## src/rtl/bound_flasher_param.sv

```systemverilog
// rtl/bound_flasher_param.sv - parametrised bound flasher driving a thermometer LED bar
// Up/down bound sequence with tick prescaler, synchronised flick kickback, loop and mirror modes.
module bound_flasher_param #(
  parameter int                  N_LED   = 16,
  parameter int                  N_STEP  = 6,
  parameter logic [8*N_STEP-1:0] BOUNDS  = 48'h00_07_00_0B_05_10,
  parameter int                  KICK_HI = 5,
  parameter int                  KICK_LO = 0,
  parameter int                  PRESC   = 1
) (
  input  logic             clk,
  input  logic             rst_n,
  input  logic             flick,
  input  logic             loop_en,
  input  logic             mirror,
  output logic [N_LED-1:0] led,
  output logic             busy,
  output logic             done,
  output logic [3:0]       step
);

  localparam int LW = $clog2(N_LED + 1);
  localparam int PW = (PRESC > 1) ? $clog2(PRESC) : 1;

  typedef enum logic [1:0] {IDLE, UP, DOWN} state_t;

  state_t          state, state_nx;
  logic [LW-1:0]   lvl, lvl_nx;
  logic [3:0]      step_nx;
  logic [PW-1:0]   presc_cnt, presc_nx;
  logic            done_nx;
  logic            flick_m, flick_s;
  logic            tick, last, at_kick;
  logic [7:0]      bound, lvl8;
  logic [N_LED-1:0] bar;

  assign tick    = (presc_cnt == PW'(PRESC - 1));
  assign last    = (step == 4'(N_STEP - 1));
  assign lvl8    = 8'(lvl);
  assign bound   = 8'(BOUNDS >> {step, 3'b000});
  assign at_kick = (lvl == LW'(KICK_HI)) || (lvl == LW'(KICK_LO));
  assign busy    = (state != IDLE);

  always_ff @(posedge clk or negedge rst_n) begin
    if (!rst_n) begin
      {flick_s, flick_m} <= 2'b00;
    end else begin
      {flick_s, flick_m} <= {flick_m, flick};
    end
  end

  always_ff @(posedge clk or negedge rst_n) begin
    if (!rst_n) begin
      state     <= IDLE;
      lvl       <= '0;
      step      <= '0;
      presc_cnt <= '0;
      done      <= 1'b0;
    end else begin
      state     <= state_nx;
      lvl       <= lvl_nx;
      step      <= step_nx;
      presc_cnt <= presc_nx;
      done      <= done_nx;
    end
  end

  always_comb begin
    state_nx = state;
    lvl_nx   = lvl;
    step_nx  = step;
    presc_nx = presc_cnt;
    done_nx  = 1'b0;
    if (state != IDLE) begin
      presc_nx = tick ? '0 : presc_cnt + PW'(1);
    end
    case (state)
      IDLE: begin
        lvl_nx   = '0;
        step_nx  = '0;
        presc_nx = '0;
        if (flick_s) state_nx = UP;
      end
      UP: begin
        if (tick) begin
          if (lvl8 < bound) begin
            lvl_nx = lvl + LW'(1);
          end else begin
            // Even steps are never last, so reaching an UP bound always turns down.
            step_nx  = step + 4'd1;
            state_nx = DOWN;
            lvl_nx   = lvl - LW'(1);
          end
        end
      end
      DOWN: begin
        if (tick) begin
          if (flick_s && at_kick && !last) begin
            state_nx = UP;
            step_nx  = step - 4'd1;
          end else if (lvl8 > bound) begin
            lvl_nx = lvl - LW'(1);
          end else if (!last) begin
            step_nx  = step + 4'd1;
            state_nx = UP;
            lvl_nx   = lvl + LW'(1);
          end else if (loop_en) begin
            step_nx  = '0;
            state_nx = UP;
          end else begin
            state_nx = IDLE;
            lvl_nx   = '0;
            step_nx  = '0;
            presc_nx = '0;
            done_nx  = 1'b1;
          end
        end
      end
      default: state_nx = IDLE;
    endcase
  end

  always_comb begin
    bar = '0;
    led = '0;
    for (int i = 0; i < N_LED; i++) begin
      bar[i] = (i < int'(lvl));
    end
    for (int i = 0; i < N_LED; i++) begin
      led[i] = mirror ? bar[N_LED-1-i] : bar[i];
    end
  end

endmodule

```

## config.mk

```make
export PLATFORM = sky130hd
export DESIGN_NAME = bound_flasher_param
export DESIGN_NICKNAME = d
export VERILOG_FILES = /design/src/rtl/bound_flasher_param.sv
export SDC_FILE = /design/constraint.sdc
export NUM_CORES = 1
export LEC_CHECK = 0
export CAP_MARGIN = 20
export CORE_MARGIN = 2
export CORE_UTILIZATION = 49
export DETAILED_ROUTE_END_ITERATION = 10
export GPL_ROUTABILITY_DRIVEN = 0
export PLACE_DENSITY = 0.77
export SKIP_CTS_REPAIR_TIMING = 1
export SYNTH_ARGS = -nofsm -noshare
export SYNTH_HDL_FRONTEND = slang
export SYNTH_SLANG_ARGS = --single-unit
```

## constraint.sdc

```tcl
create_clock -name clk -period 2.36 [get_ports clk]
set_input_delay 0.236 -clock clk [delete_from_list [all_inputs] [get_ports clk]]
set_output_delay 0.236 -clock clk [all_outputs]
set_load 0.01 [all_outputs]
```

==> flow_summary_export.csv <==
group,metric,value,unit
grt,grt_max_degree,16,
cts,cts_max_level,1,
timing,fin_crit_sh,105,%
power,seqPwrFrac,8.7,%
critical_path,crit_type,"reg -> reg",
grt,busiest_layer,"met2",
cts,cts_tree,"yes",
route,wl_per_cell,15.3,um
run_status,violations,"negative setup slack",
synth,synth-seq-cells,15,
grt,use_met1,32.1,%
timing,fmax,0.404,GHz
grt,grt_use_met2,35.3,%
placement,io_buffers,26,
timing,setup_violations,10,
critical_path,cpPeakStageDelay,450,ps
die,die_w,63.4,um
power,finalPower,0.00464,W
synth,synth_edf_count,0,
die,core_area,3360,um^2
power,intPower,0.00247,W
critical_path,start_kind,"flip-flop",
run_status,status,"complete, but fails checks",
power,p_comb_share,88.0,%
cts,cts_buffers,3,
timing,setup_ws,-113,ps
min_path,timing.hold.worst.class,"in -> async",
power,p_clk_share,3.4,%
power,irDropWorstVdd,0.965,mV
cts,clk_pin_slew,90,ps
route,vias,1832,
synth,syn_nets,233,
layout,stdcell_area,2520,um^2
synth,synth_flop_cell,"dfrtp_1",
critical_path,setup.worst_path.end_class,"flip-flop",
synth,synth_cells,211,
synth,avgSynthCellArea,8.20,um^2
route,drt_iter0_markers,144,
cts,clk_latency,300,ps
die,die_h,63.4,um
critical_path,critical_path.slowest_cell,"dfrtp_2",
route,post-route-drc-count,0,
synth,async_reset_ff_share,100,%
cts,clockRootBuffer,"clkbuf_4",
layout,utilization,74.8,%
cts,cts.sinks,15,
power,p_leak,1.14,nW
timing,slew_viol_final,0,
power,netSwitchingPower,0.00217,W
critical_path,path_max_fanout,6,
timing,hold_violations,0,
synth,synthesis.area,1730,um^2
cts,ctsLongestPathBuffers,2,
synth,synth_warnings,0,
power,powerDensity,1840,nW/um^2
power,p_sw_share,46.7,%
timing,tightest_slew,683,ps
die,rows,21,
layout,antenna_cells,0,
die,num_io_pins,27,
layout,syn_to_final_growth,45.5,%
timing,rsz0062_at_grt,"yes",
run,maxCapViolCount,0,
grt,grt_pass1_vias,1592,
grt,antenna_found_initial,0,
grt,use_met3,3.75,%
grt,overflow,0,
critical_path,required,2550,ps
timing,slew_headroom,54.3,%
layout,drive_gt1_share,30.2,%
route,first_pass_iters,4,
die,dieArea,4020,um^2
critical_path,worstPathArrival,2670,ps
route,via_per_inst,5.83,
placement,dpl_cell_area,2310,um^2
die,start_util,51.4,%
grt,grt_pass1_wl,7310,um
route,drt-total-wl,4800,um
critical_path,crit_chain,"inv_4 -> ha_4 -> nand2_4 -> a21o_1 -> ha_1 -> nor2b_4 -> o21bai_4 -> a21o_4 -> o21ai_4 -> buf_4 -> a21oi_1 -> nor2_1 -> a22o_1",
layout,finalNetCount,291,
route,ant_nets,0,
placement,dp_worst_setup_slack,-193,ps
synth,yosysSeqAreaShare,21.7,%
grt,track_usage,22.6,%
timing,finalCriticalPeriod,2470,ps
timing,clock_skew,3.97,ps
placement,post-dp-hpwl,3420,um
synth,synth_cell_type_count,53,
-- worst max-delay path, delay by kind of cell, from the launching register on --
kind,cells,cell delay [ps]
flops,1,450
compound gates,6,990
simple gates,3,250
buf+inv,2,240
fa+ha+maj,2,430
-- synthesized netlist by cell type (all sizes together), types with 2 or more instances --
master | n | area, um^2
o21ai | 20 | 104
nor2 | 19 | 71.3
nand2 | 18 | 67.6
ha | 17 | 213
dfrtp | 15 | 375
a21oi | 13 | 68.8
inv | 11 | 41.3
clkbuf | 9 | 33.8
nand2b | 8 | 50.1
xnor2 | 7 | 61.3
a22o | 6 | 52.6
mux2i | 6 | 60.1
nand3 | 5 | 25.0
o211ai | 4 | 35.0
a21o | 3 | 23.8
buf | 3 | 22.5
nor2b | 3 | 18.8
o21bai | 3 | 22.5
o22ai | 3 | 18.8
o31ai | 3 | 22.5
a211o | 2 | 17.5
a221o | 2 | 20.0
a22oi | 2 | 15.0
a31oi | 2 | 12.5
a32oi | 2 | 17.5
and3b | 2 | 17.5
mux2 | 2 | 22.5
nand4 | 2 | 27.5
nor4b | 2 | 17.5
or3 | 2 | 12.5
-- per-layer routing --
layer	routed length [um]	vias to the layer above	share of wire (%)
li1	-	892	-
met1	2110	861	44
met2	2280	71	47
met3	320	8	6.7
met4	87	0	1.8
met5	0	-	0
-- metrics by stage --
step	instances	TNS, ps	hold slack [ps]
finish	314	-811	340
CTS	304	-1640	360
global placement	300	-765	345
detailed placement	300	-1170	338
floorplan	211	-470	-59.6
global route	314	-2110	371
-- power groups by stage --
stage	combinational, W	sequential, W	clock, W
2_1_floorplan	0.00224	0.000417	0
3_3_place_gp	0.00349	0.000409	0
3_5_place_dp	0.00356	0.000413	0
4_1_cts	0.00358	0.000407	0.000159
5_1_grt	0.00438	0.000411	0.000165
6_report	0.00408	0.000401	0.000156
-- logic make-up after synthesis --
logic type | Yosys count | share of synthesized area (%)
XOR/XNOR | 8 | 4.05
flip-flops | 15 | 21.7
multiplexers | 8 | 4.78
AND/OR/NAND/NOR | 70 | 23.2
buffers and inverters | 23 | 5.64
adder cells (fa/ha/maj) | 17 | 12.3
AO/OA/AOI/OAI | 70 | 28.4
-- worst paths after layout --
check / to / start / depth (start not counted) / slack, ps
worst max-delay path: lvl[0] / step[1] / 13 / -110
min in group clk: flick_m / flick / 1 / 370
worst min register to register: flick_s / flick_m / 0 / 370
worst max register to register: lvl[0] / step[1] / 13 / -110
worst min-delay path: state[1] / rst_n / 1 / 340
max in group asynchronous: step[2] / rst_n / 1 / 1540
-- layout make-up --
type / instances / area (um^2)
clock buffers: 4 / 26.3
fillers: 258 / 847
inverters: 11 / 46.3
multi-input cells: 173 / 1450
flip-flops and latches: 15 / 380
well taps: 46 / 57.6
repair buffers: 65 / 561
-- cell usage in the layout (no fill, tap or decap), types with 6 or more instances in the layout --
cell             Yosys  final
o21ai_0             17     13
nor2_1              19     14
ha_1                17     14
inv_1               11      9
clkdlybuf4s50_1      0     26
nand2_1             18     14
mux2i_1              6      6
a22o_1               6      6
buf_4                1     37
xnor2_1              7      7
a21oi_1             12     11
dfrtp_1             15     11
nand2b_1             8      8
-- state kept, by name (all words and copies together), names as in the netlist --
register	flops
done	1
flick_m	1
flick_s	1
lvl	5
presc_cnt	1
state	2
step	4
(Power assumes the default switching activity.)
